File: src/rtl/conv_window_req_pkg.sv
// Shared types and helpers for the convolution window read-request generator.
package conv_req_pkg;

  typedef enum logic [1:0] {
    ST_IDLE,
    ST_SETUP,
    ST_RUN,
    ST_DONE
  } state_e;

  // Row/compare counters carry one extra bit so row_start + K never overflows.
  function automatic int cmp_width(input int dim_width);
    return dim_width + 1;
  endfunction

  function automatic logic cfg_legal(input int unsigned w, input int unsigned h,
                                     input int unsigned k, input int unsigned s);
    return (w != 0) && (k != 0) && (s != 0) && (k <= h);
  endfunction

endpackage

File: src/rtl/conv_window_req_nest_cnt.sv
// Loop counter with load, enable and a terminal-count flag that fires when the
// next step would move past the terminal value.
module nest_cnt #(
  parameter int WIDTH = 8
) (
  input  logic             clk,
  input  logic             rst,
  input  logic             i_load,
  input  logic [WIDTH-1:0] i_load_val,
  input  logic             i_en,
  input  logic [WIDTH-1:0] i_step,
  input  logic [WIDTH-1:0] i_term,
  output logic [WIDTH-1:0] o_cnt,
  output logic             o_tc
);

  logic [WIDTH-1:0] cnt_q, cnt_d;
  logic [WIDTH:0]   cnt_next;

  assign cnt_next = {1'b0, cnt_q} + {1'b0, i_step};
  assign o_tc     = cnt_next > {1'b0, i_term};
  assign o_cnt    = cnt_q;

  always_comb begin
    cnt_d = cnt_q;
    if (i_load) begin
      cnt_d = i_load_val;
    end else if (i_en) begin
      cnt_d = o_tc ? '0 : cnt_next[WIDTH-1:0];
    end
  end

  always_ff @(posedge clk) begin
    if (rst) cnt_q <= '0;
    else     cnt_q <= cnt_d;
  end

endmodule

File: src/rtl/conv_window_req.sv
// Walks K-row window bands of a row-major feature map and issues one BRAM
// read per cycle, advancing bands by a vertical stride.
module conv_window_req
  import conv_req_pkg::*;
#(
  parameter int ADDR_WIDTH        = 32,
  parameter int DIM_WIDTH         = 8,
  parameter int KERNEL_SIZE_WIDTH = 3,
  parameter int STRIDE_WIDTH      = 2
) (
  input  logic                         clk,
  input  logic                         rst,
  input  logic                         i_start,
  input  logic                         i_abort,
  input  logic                         i_stall,
  input  logic [ADDR_WIDTH-1:0]        i_conf_base,
  input  logic [DIM_WIDTH-1:0]         i_conf_width,
  input  logic [DIM_WIDTH-1:0]         i_conf_height,
  input  logic [KERNEL_SIZE_WIDTH-1:0] i_conf_kernel,
  input  logic [STRIDE_WIDTH-1:0]      i_conf_stride,
  output logic [ADDR_WIDTH-1:0]        o_addr,
  output logic                         o_rden,
  output logic [KERNEL_SIZE_WIDTH-1:0] o_ky,
  output logic                         o_row_last,
  output logic                         o_band_last,
  output logic                         o_busy,
  output logic                         o_done,
  output logic                         o_err
);

  localparam int CW = cmp_width(DIM_WIDTH);

  state_e state_q, state_d;
  logic [ADDR_WIDTH-1:0]        base_q, base_d;
  logic [ADDR_WIDTH-1:0]        addr_q, addr_d;
  logic [ADDR_WIDTH-1:0]        row_addr_q, row_addr_d;
  logic [ADDR_WIDTH-1:0]        band_addr_q, band_addr_d;
  logic [ADDR_WIDTH-1:0]        band_step_q, band_step_d;
  logic [DIM_WIDTH-1:0]         w_q, w_d, h_q, h_d;
  logic [KERNEL_SIZE_WIDTH-1:0] k_q, k_d;
  logic [STRIDE_WIDTH-1:0]      s_q, s_d;
  logic                         err_q, err_d;

  logic [ADDR_WIDTH-1:0]        w_ext, step_sum;
  logic                         run, rden, cnt_load, legal;
  logic                         x_tc, ky_tc, band_tc;
  logic [DIM_WIDTH-1:0]         x_cnt, x_term;
  logic [KERNEL_SIZE_WIDTH-1:0] ky_cnt, ky_term;
  logic [CW-1:0]                row_start, band_term;

  assign w_ext     = ADDR_WIDTH'(w_q);
  assign x_term    = w_q - DIM_WIDTH'(1);
  assign ky_term   = k_q - KERNEL_SIZE_WIDTH'(1);
  // Last band once row_start + S would exceed H - K.
  assign band_term = CW'(h_q) - CW'(k_q);
  assign legal     = cfg_legal(32'(w_q), 32'(h_q), 32'(k_q), 32'(s_q));
  assign run       = (state_q == ST_RUN);
  assign rden      = run & ~i_stall & ~i_abort;
  assign cnt_load  = (state_q == ST_SETUP);

  // S*W by shift-and-add over the stride bits.
  always_comb begin
    step_sum = '0;
    for (int i = 0; i < STRIDE_WIDTH; i++) begin
      if (s_q[i]) step_sum = step_sum + (w_ext << i);
    end
  end

  nest_cnt #(.WIDTH(DIM_WIDTH)) u_x_cnt (
    .clk(clk), .rst(rst), .i_load(cnt_load), .i_load_val('0),
    .i_en(rden), .i_step(DIM_WIDTH'(1)), .i_term(x_term),
    .o_cnt(x_cnt), .o_tc(x_tc)
  );

  nest_cnt #(.WIDTH(KERNEL_SIZE_WIDTH)) u_ky_cnt (
    .clk(clk), .rst(rst), .i_load(cnt_load), .i_load_val('0),
    .i_en(rden & x_tc), .i_step(KERNEL_SIZE_WIDTH'(1)), .i_term(ky_term),
    .o_cnt(ky_cnt), .o_tc(ky_tc)
  );

  nest_cnt #(.WIDTH(CW)) u_band_cnt (
    .clk(clk), .rst(rst), .i_load(cnt_load), .i_load_val('0),
    .i_en(rden & x_tc & ky_tc), .i_step(CW'(s_q)), .i_term(band_term),
    .o_cnt(row_start), .o_tc(band_tc)
  );

  always_comb begin
    state_d     = state_q;
    base_d      = base_q;
    addr_d      = addr_q;
    row_addr_d  = row_addr_q;
    band_addr_d = band_addr_q;
    band_step_d = band_step_q;
    w_d         = w_q;
    h_d         = h_q;
    k_d         = k_q;
    s_d         = s_q;
    err_d       = err_q;
    case (state_q)
      ST_IDLE: begin
        if (i_start) begin
          state_d = ST_SETUP;
          base_d  = i_conf_base;
          w_d     = i_conf_width;
          h_d     = i_conf_height;
          k_d     = i_conf_kernel;
          s_d     = i_conf_stride;
        end
      end
      ST_SETUP: begin
        band_step_d = step_sum;
        err_d       = ~legal;
        addr_d      = base_q;
        row_addr_d  = base_q;
        band_addr_d = base_q;
        state_d     = legal ? ST_RUN : ST_DONE;
      end
      ST_RUN: begin
        if (rden) begin
          if (!x_tc) begin
            addr_d = addr_q + ADDR_WIDTH'(1);
          end else if (!ky_tc) begin
            row_addr_d = row_addr_q + w_ext;
            addr_d     = row_addr_q + w_ext;
          end else begin
            band_addr_d = band_addr_q + band_step_q;
            row_addr_d  = band_addr_q + band_step_q;
            addr_d      = band_addr_q + band_step_q;
            if (band_tc) state_d = ST_DONE;
          end
        end
      end
      default: state_d = ST_IDLE;
    endcase
    if (i_abort) state_d = ST_IDLE;
  end

  always_ff @(posedge clk) begin
    if (rst) begin
      state_q     <= ST_IDLE;
      base_q      <= '0;
      addr_q      <= '0;
      row_addr_q  <= '0;
      band_addr_q <= '0;
      band_step_q <= '0;
      w_q         <= '0;
      h_q         <= '0;
      k_q         <= '0;
      s_q         <= '0;
      err_q       <= 1'b0;
    end else begin
      state_q     <= state_d;
      base_q      <= base_d;
      addr_q      <= addr_d;
      row_addr_q  <= row_addr_d;
      band_addr_q <= band_addr_d;
      band_step_q <= band_step_d;
      w_q         <= w_d;
      h_q         <= h_d;
      k_q         <= k_d;
      s_q         <= s_d;
      err_q       <= err_d;
    end
  end

  assign o_addr      = addr_q;
  assign o_rden      = rden;
  assign o_ky        = ky_cnt;
  assign o_row_last  = run & x_tc;
  assign o_band_last = run & x_tc & ky_tc;
  assign o_busy      = (state_q != ST_IDLE);
  assign o_done      = (state_q == ST_DONE) & ~err_q;
  assign o_err       = (state_q == ST_DONE) & err_q;

endmodule

File: config.mk
export PLATFORM = sky130hd
export DESIGN_NAME = conv_window_req
export DESIGN_NICKNAME = d
export VERILOG_FILES = /design/src/rtl/conv_window_req_pkg.sv /design/src/rtl/conv_window_req_nest_cnt.sv /design/src/rtl/conv_window_req.sv
export SDC_FILE = /design/constraint.sdc
export NUM_CORES = 1
export LEC_CHECK = 0
export CORE_ASPECT_RATIO = 1.1
export CORE_MARGIN = 2
export CORE_UTILIZATION = 60
export CTS_CLUSTER_DIAMETER = 50
export CTS_CLUSTER_SIZE = 8
export DETAILED_ROUTE_END_ITERATION = 12
export PLACE_DENSITY = 0.93
export SLEW_MARGIN = 10
export SYNTH_ARGS = -nofsm -noshare
export SYNTH_HDL_FRONTEND = slang
export SYNTH_HIERARCHICAL = 1
export SYNTH_SLANG_ARGS = --single-unit
File: constraint.sdc
create_clock -name clk -period 5.6 [get_ports clk]
set_input_delay 1.4 -clock clk [delete_from_list [all_inputs] [get_ports clk]]
set_output_delay 1.4 -clock clk [all_outputs]
set_load 0.01 [all_outputs]
==> results.txt, run 1 <==
----------------------------------------------------
[Status]
  Run status ... finished, final reports clean

[Synthesis]
  Number of synthesis warnings ... 6
  Post-synthesis async set-or-reset flop share ... 0%
  Average size of a mapped cell ... around 7.8 um2
  Xor/xnor share of the synthesized area ... 6.65%
  Register bit total from synthesis ... 182
  Fraction of synthesized area in multiplexers ... 1.62%
  Post-synthesis sequential area ratio ... between 20% and 30%
  Distinct cells, synth ... between 90 and 100
  Dominant combinational cell family by area after synthesis ... compound AO/OA/AOI/OAI gates
  Number of enable flip-flop cells after synthesis ... 0
  Combined area of all synthesized cells ... between 10000 and 15000 um2
  Instance count of the mapped netlist ... between 1.5k and 2k
  Share of the synthesized area in compound gates (AO/OA/AOI/OAI) ... 25.4%
  Post-synthesis share of cell area spent on full adders, half adders and majority gates ... between 8 and 9%
  Basic-gate share of the synthesized area counting and, or, nand and nor cells ... 23.9%
  Primary FF master, synth ... sky130_fd_sc_hd__dfxtp_1

[Place]
  Post-detailed-placement half-perimeter wirelength ... 30300 um
  Worst setup timing slack at the placement stage ... 0.475 ns
  # port buffers ... 98
  Weighted congestion reported at the end of routability-driven placement ... between 0.9 and 1

[Worst setup path]
  Largest stage delay on the critical path ... around 0.55 ns
  Arr. time, crit path ... between 4 and 5 ns
  Element type at the critical path end ... output pin
  Slowest CP cell ... sky130_fd_sc_hd__clkdlybuf4s50_1
  Crit path max-delay family ... compound AO/OA/AOI/OAI gates
  Required time of the critical path ... 4.20 ns
  Category of the critical setup timing path ... reg -> out
  Buffers plus inverters on the worst setup path ... 2
  Cell Chain, Critical Path ... ha_1, fa_2, a211oi_2, o21bai_1, a21oi_2, xor2_1, inv_1, ha_1, a22o_1, nor4_4, a211o_1, nand2_2, nand2_2, nor2_2, clkdlybuf4s50_1
  Crit-path max FO ... 3
  CP Launch Type ... flip-flop

[CTS]
  Buffer cell driving the clock tree root ... sky130_fd_sc_hd__clkbuf_16
  Clock latency at the later pin of the worst-skew pair ... about 0.46 ns
  Deepest clock path buffer count ... 2
  Clock Pin Slew Worst Setup and Hold Paths ... approximately 0.08 ns
  TritonCTS clock tree ... built
  Sink count of the clock tree ... around 180
  Post-cts hold buffer count ... 0
  H-tree depth ... 4
  Cts bufs inserted ... 17

[GRT]
  Vias in the first global route ... approximately 13k
  Remaining global-route overflow ... 0
  Global routing usage summed across all routing layers ... a little under two fifths
  Initial antenna violation count ... 0
  Largest net degree at the start of global routing ... around 80
  Global-route wire length before repair ... between 60000 and 70000 um

[STA]
  Worst slew margin relative to its limit ... between 10% and 20%
  Minimum setup slack in the final design ... 0.155 ns
  Final period demand of the worst path ... about 5.4 ns
  Final count of pins violating max slew ... 0
  Setup violators final ... 0
  Setup TNS after final layout ... 0 ns
  Worst slew pin tran ... between 1 and 1.5 ns
  Final Hold Violating Endpoints ... 0
  Clock Skew ... around 0.011 ns
  Worst hold-check slack ... 0.454 ns
  Maximum operating frequency ... around 180 MHz
  Portion of the clock cycle consumed by the worst path in the final layout ... 97.2%

[Drt]
  Overall routed net length ... between 40000 and 50000 um
  Post-detailed-route count of antenna-violating nets ... 0
  First drt pass iteration count ... 6
  Wire per inst ... around 21 um
  Vias after detailed routing ... 13.6k
  Detailed router's first-iteration violation count ... around 2.1k
  Routed via count divided by cell count ... 6.63
  Number of remaining DRC errors ... 0

[Pwr]
  Total leakage power ... between 0.005 and 0.006 uW
  Reported net switching power ... 1380 uW
  Switching share of total power ... 36.6%
  Pwr per Cell Area ... approximately 260 nW/um2
  Combinational Power Share ... between 20% and 30%
  Internal cell power ... around 2400 uW
  Sequential power share ... about two fifths
  Power share of the clock group ... between 30% and 40%
  Worst IR Drop VDD ... roughly 0.20 mV

[Floorplan]
  Top-level I/O count ... 99
  DIE AREA ... around 23000 um2
  Starting density of the core ... 60.8%
  Vertical extent of the die ... about 160 um
  Die X ... about 140 um
  Number of standard-cell rows in the floorplan ... between 50 and 60
  Placeable core region ... 21200 um2

[Cells and area]
  Final antenna diode count ... 0
  Commonest cells after routing, fill and taps aside ... sky130_fd_sc_hd__nand2_1, sky130_fd_sc_hd__dfxtp_1, sky130_fd_sc_hd__a21oi_1
  Nets@finish ... roughly 1.9k
  Commonest non-fill, non-tap cell in the layout ... sky130_fd_sc_hd__nand2_1
  Area delta synth->final ... 13.9%
  Share of cells above drive strength 1 ... between 6 and 7%

[Job]
  Count of max-cap constraint violations ... 0

[Min path]
  Class of the most critical hold timing path ... reg -> reg

----------------------------------------------------
-- flip-flops by register name (all words and copies together) (netlist names) --
name,count
band_addr_q,32
band_step_q,10
base_q,32
err_q,1
h_q,8
k_q,3
o_addr,32
row_addr_q,32
s_q,2
state_q,2
u_band_cnt/o_cnt,9
u_ky_cnt/o_cnt,3
u_x_cnt/o_cnt,8
w_q,8
-- layout make-up --
cell class / count / area, um2
fill: 1660 / 6540
inverter: 64 / 240
multi-input combinational: 1355 / 8730
timing repair buffer: 122 / 1160
clock inverter: 14 / 120
sequential: 182 / 3640
clock buffer: 18 / 439
tap: 290 / 363
-- layer usage --
| metal | vias to the layer above | wire length, um | track usage, % |
|---|---|---|---|
| li1 | 6163 | - | - |
| met1 | 6302 | 16400 | 47.4 |
| met2 | 937 | 19200 | 58.5 |
| met3 | 159 | 4930 | 8.83 |
| met4 | 0 | 2050 | 18.5 |
| met5 | - | 0 | 0 |
-- power by group through the flow --
stage                     Sequential [uW]  Combinational, uW  Clock (uW)
final                                1520               1070        1190
after CTS                            1510               1010        1180
after floorplan                      1490                724           0
after global routing                 1520               1160        1230
after global placement               1530                963           0
after detailed placement             1540               1000           0
-- tightest hold or removal path, cell delays in order, from the launching register on --
cell and delay, ns:
sky130_fd_sc_hd__dfxtp_1 0.31, sky130_fd_sc_hd__nand2_1 0.05, sky130_fd_sc_hd__a21oi_1 0.05
-- logic make-up after synthesis --
group / Yosys count
other: 2
flip-flops: 182
AO/OA/AOI/OAI: 489
XOR/XNOR: 98
multiplexers: 20
adder cells (fa/ha/maj): 84
AND/OR/NAND/NOR: 624
buffers and inverters: 164
-- final timing paths --
path                                 startpoint  slack, ns  depth (start not counted)                          end
setup reg to reg  u_x_cnt/o_cnt[0]$_SDFFE_PP0P_       0.44                         19  row_addr_q[20]$_SDFFE_PP0P_
hold / removal          base_q[14]$_SDFFE_PP0P_       0.45                          2      base_q[14]$_SDFFE_PP0P_
setup / recovery  u_x_cnt/o_cnt[0]$_SDFFE_PP0P_       0.15                         15                  o_band_last
hold reg to reg         base_q[14]$_SDFFE_PP0P_       0.45                          2      base_q[14]$_SDFFE_PP0P_
-- metrics by stage --
step                      cells  area, um2  utilization, %  total power, uW
after floorplan            1701      13000               -             2220
after global placement     2012      14100            66.4             2500
after detailed placement   2012      14100            66.4             2540
after CTS                  2044      14700            69.0             3700
after global routing       2045      14700            69.2             3910
final                      2045      14700            69.2             3770
-- cell usage after synthesis (21+ instances only) --
library cell               number  area [um2]
sky130_fd_sc_hd__a21oi_1      163         816
sky130_fd_sc_hd__nor2_1       133         499
sky130_fd_sc_hd__nor3_1        52         260
sky130_fd_sc_hd__xnor2_1       47         412
sky130_fd_sc_hd__clkbuf_1      72         270
sky130_fd_sc_hd__nor2b_1       21         131
sky130_fd_sc_hd__ha_1          77         963
sky130_fd_sc_hd__a211oi_1      45         338
sky130_fd_sc_hd__xor2_1        51         447
sky130_fd_sc_hd__nor3b_1       24         180
sky130_fd_sc_hd__o21ai_0       69         345
sky130_fd_sc_hd__dfxtp_1      182        3640
sky130_fd_sc_hd__inv_1         63         236
sky130_fd_sc_hd__nand3_1       54         270
sky130_fd_sc_hd__nand2_1      211         792
sky130_fd_sc_hd__a21o_1        21         158
-- timing repair --
| item | CTS | global route |
|---|---|---|
| setup buffers | 0 | 1 |
| setup endpoints to repair | 0 | 8 |
| hold endpoints to repair | 0 | 0 |
| gates resized for setup | 0 | 7 |
Note: power is estimated with default switching activity, not from simulation.
==> inputs of run 2 (changes only) <==
--- a/config.mk
+++ b/config.mk
@@ -12,6 +12,7 @@
 export CTS_CLUSTER_SIZE = 8
 export DETAILED_ROUTE_END_ITERATION = 12
 export PLACE_DENSITY = 0.93
+export SETUP_SLACK_MARGIN = 0.2
 export SLEW_MARGIN = 10
 export SYNTH_ARGS = -nofsm -noshare
 export SYNTH_HDL_FRONTEND = slang
==> run 2 against run 1 <==
Die area did not move. Maximum frequency rose by 6.4%. Critical path depth did not move. Utilization barely moved. Critical path type unchanged. Largest cell class unchanged. Register-to-register slack improved by 0.07 ns. Count of clock-buffer cells in the layout did not move. Worst setup slack improved by 0.33 ns. Via count fell by 0.16%. Flip-flop and latch count did not move. Global-route usage barely moved. Worst hold slack improved by 0.00071 ns. Critical endpoint unchanged.
==> results.txt, run 2 (same netlist as run 1, synthesis figures left out) <==
----------------------------------------------------
[Status]
  Run status ... finished, final reports clean

[Cells and area]
  Commonest non-fill, non-tap cell in the layout ... sky130_fd_sc_hd__nand2_1
  Nets@finish ... around 1.9k
  Area delta synth->final ... 13.8%
  Commonest cells after routing, fill and taps aside ... sky130_fd_sc_hd__nand2_1, sky130_fd_sc_hd__dfxtp_1, sky130_fd_sc_hd__a21oi_1
  Share of cells above drive strength 1 ... under 10%
  Final antenna diode count ... 0

[STA]
  Maximum operating frequency ... approximately 200 MHz
  Final Hold Violating Endpoints ... 0
  Clock Skew ... around 0.013 ns
  Setup violators final ... 0
  Final period demand of the worst path ... roughly 5 ns
  Minimum setup slack in the final design ... between 0.4 and 0.5 ns
  Worst slew margin relative to its limit ... 18.4%
  Setup TNS after final layout ... 0 ns
  Final count of pins violating max slew ... 0
  Worst slew pin tran ... ~1.2 ns
  Unrepaired setup endpoints after global routing ... no
  Portion of the clock cycle consumed by the worst path in the final layout ... 91.4%

[CTS]
  TritonCTS clock tree ... built
  Deepest clock path buffer count ... 2
  Post-cts hold buffer count ... 0
  Cts bufs inserted ... 17
  Buffer cell driving the clock tree root ... sky130_fd_sc_hd__clkbuf_16
  H-tree depth ... 4
  Clock Pin Slew Worst Setup and Hold Paths ... 0.08 ns
  Clock latency at the later pin of the worst-skew pair ... between 0.4 and 0.5 ns
  Sink count of the clock tree ... between 150 and 200

[Worst setup path]
  Arr. time, crit path ... ~3.7 ns
  Required time of the critical path ... 4.20 ns
  Crit path max-delay family ... compound AO/OA/AOI/OAI gates
  Largest stage delay on the critical path ... ~0.38 ns
  Element type at the critical path end ... output pin
  Crit-path max FO ... 3
  Cell Chain, Critical Path ... ha_1, fa_2, a211oi_2, o21bai_1, a21oi_2, xor2_1, inv_1, ha_1, o211a_1, a211oi_1, a211o_1, nand2_2, nand2_2, nor2_1, dlygate4sd2_1
  Category of the critical setup timing path ... reg -> out
  Slowest CP cell ... sky130_fd_sc_hd__fa_2
  CP Launch Type ... flip-flop
  Buffers plus inverters on the worst setup path ... 2

[GRT]
  Vias in the first global route ... roughly 13k
  Remaining global-route overflow ... 0
  Largest net degree at the start of global routing ... slightly below 80
  Global routing usage summed across all routing layers ... 37.0%
  Initial antenna violation count ... 0
  Global-route wire length before repair ... around 66000 um

[Drt]
  Post-detailed-route count of antenna-violating nets ... 0
  Vias after detailed routing ... 13.5k
  Routed via count divided by cell count ... 6.62
  Number of remaining DRC errors ... 0
  First drt pass iteration count ... 6
  Wire per inst ... approximately 21 um
  Overall routed net length ... 42600 um
  Detailed router's first-iteration violation count ... between 1.5k and 2k

[Pwr]
  Pwr per Cell Area ... about 260 nW/um2
  Total leakage power ... roughly 0.0058 uW
  Worst IR Drop VDD ... around 0.19 mV

[Floorplan]
  Die X ... between 100 and 150 um
  Vertical extent of the die ... around 160 um
  Starting density of the core ... between 60% and 70%
  Top-level I/O count ... 99
  Number of standard-cell rows in the floorplan ... 56
  DIE AREA ... between 20000 and 25000 um2
  Placeable core region ... around 21000 um2

[Min path]
  Class of the most critical hold timing path ... reg -> reg

[Job]
  Count of max-cap constraint violations ... 0

[Place]
  Post-detailed-placement half-perimeter wirelength ... 30300 um
  Weighted congestion reported at the end of routability-driven placement ... roughly 0.97
  # port buffers ... approximately 100
  Worst setup timing slack at the placement stage ... 0.475 ns

----------------------------------------------------
## run 2: changes by cell type in the layout (fill, tap and decap cells not counted)
| cell | previous run | this run |
|---|---|---|
| sky130_fd_sc_hd__dlygate4sd2_1 | 0 | 1 |
| sky130_fd_sc_hd__nor2_1 | 132 | 133 |
| sky130_fd_sc_hd__nor2_2 | 2 | 1 |
| sky130_fd_sc_hd__clkdlybuf4s50_1 | 97 | 95 |
| sky130_fd_sc_hd__nor4_2 | 1 | 2 |
| sky130_fd_sc_hd__buf_4 | 25 | 26 |
| sky130_fd_sc_hd__dlymetal6s2s_1 | 0 | 1 |
| sky130_fd_sc_hd__nor4_4 | 2 | 1 |
## run 2: layout make-up
class | count | area (um2)
Inverter | 64 | 240
Clock inverter | 14 | 120
Clock buffer | 18 | 439
Fill cell | 1655 | 6540
Tap cell | 290 | 363
Sequential cell | 182 | 3640
Multi-Input combinational cell | 1355 | 8720
Timing Repair Buffer | 123 | 1170
## run 2: path summary, 6_finish.rpt
check | cells after the start | start | to | slack [ns]
min | 2 | base_q[14]$_SDFFE_PP0P_ | base_q[14]$_SDFFE_PP0P_ | 0.45
min reg2reg | 2 | base_q[14]$_SDFFE_PP0P_ | base_q[14]$_SDFFE_PP0P_ | 0.45
max | 15 | u_x_cnt/o_cnt[0]$_SDFFE_PP0P_ | o_band_last | 0.48
max reg2reg | 19 | u_x_cnt/o_cnt[0]$_SDFFE_PP0P_ | row_addr_q[20]$_SDFFE_PP0P_ | 0.51
## run 2: repair_timing
action,4_1_cts,5_1_grt
buffers inserted,1,1
setup endpoints to repair,2,16
endpoints found under the hold margin,0,0
pin swaps,1,4
cloned,0,0
resized for setup,3,4
## run 2: power by group
group | internal [uW] | total (uW) | switching, uW | leakage, uW
Clock | 593 | 1180 | 587 | 0.000261
Combinational | 409 | 1070 | 656 | 0.00405
Sequential | 1390 | 1520 | 129 | 0.00149
## run 2: per-layer routing
metal / GRT usage, % / part of all wire [%] / routed length (um) / up-vias
met5: 0 / 0 / 0 / -
met4: 18.9 / 4.9 / 2110 / 0
met3: 8.74 / 12 / 5030 / 168
met2: 58.8 / 45 / 19100 / 939
met1: 47.0 / 38 / 16300 / 6266
li1: - / - / - / 6166
## run 2: worst reg2reg max path: stages (launching register included)
cell                       delay (ns)
sky130_fd_sc_hd__dfxtp_1         0.31
sky130_fd_sc_hd__ha_1            0.22
sky130_fd_sc_hd__fa_2            0.38
sky130_fd_sc_hd__a211oi_2        0.24
sky130_fd_sc_hd__o21bai_1        0.13
sky130_fd_sc_hd__a21oi_2         0.18
sky130_fd_sc_hd__xor2_1          0.21
sky130_fd_sc_hd__inv_1           0.07
sky130_fd_sc_hd__ha_1            0.32
sky130_fd_sc_hd__o211a_1         0.16
sky130_fd_sc_hd__a211oi_1        0.05
sky130_fd_sc_hd__a211o_1         0.33
sky130_fd_sc_hd__nand2_2         0.13
sky130_fd_sc_hd__buf_4           0.22
sky130_fd_sc_hd__or3b_2          0.52
sky130_fd_sc_hd__a21boi_2        0.26
sky130_fd_sc_hd__buf_4           0.38
sky130_fd_sc_hd__nand3_1         0.38
sky130_fd_sc_hd__o221ai_1        0.40
sky130_fd_sc_hd__nor3_1          0.09
## run 2: metrics by stage
step	power, uW	area, um2	cells	util (%)	hold WS [ns]
6_report	3760	14700	2046	69.2	0.455
5_1_grt	3900	14700	2046	69.2	0.465
4_1_cts	3700	14700	2045	69.1	0.458
3_5_place_dp	2540	14100	2012	66.4	0.447
3_3_place_gp	2500	14100	2012	66.4	0.439
2_1_floorplan	2220	13000	1701	-	0.432
==> inputs of run 3 (changes only) <==
--- a/config.mk
+++ b/config.mk
@@ -13,7 +13,6 @@
 export DETAILED_ROUTE_END_ITERATION = 12
 export PLACE_DENSITY = 0.93
 export SETUP_SLACK_MARGIN = 0.2
-export SLEW_MARGIN = 10
 export SYNTH_ARGS = -nofsm -noshare
 export SYNTH_HDL_FRONTEND = slang
 export SYNTH_HIERARCHICAL = 1
==> results of run 3 <==
Final layout, timing and power as in run 2 (identical DEF).
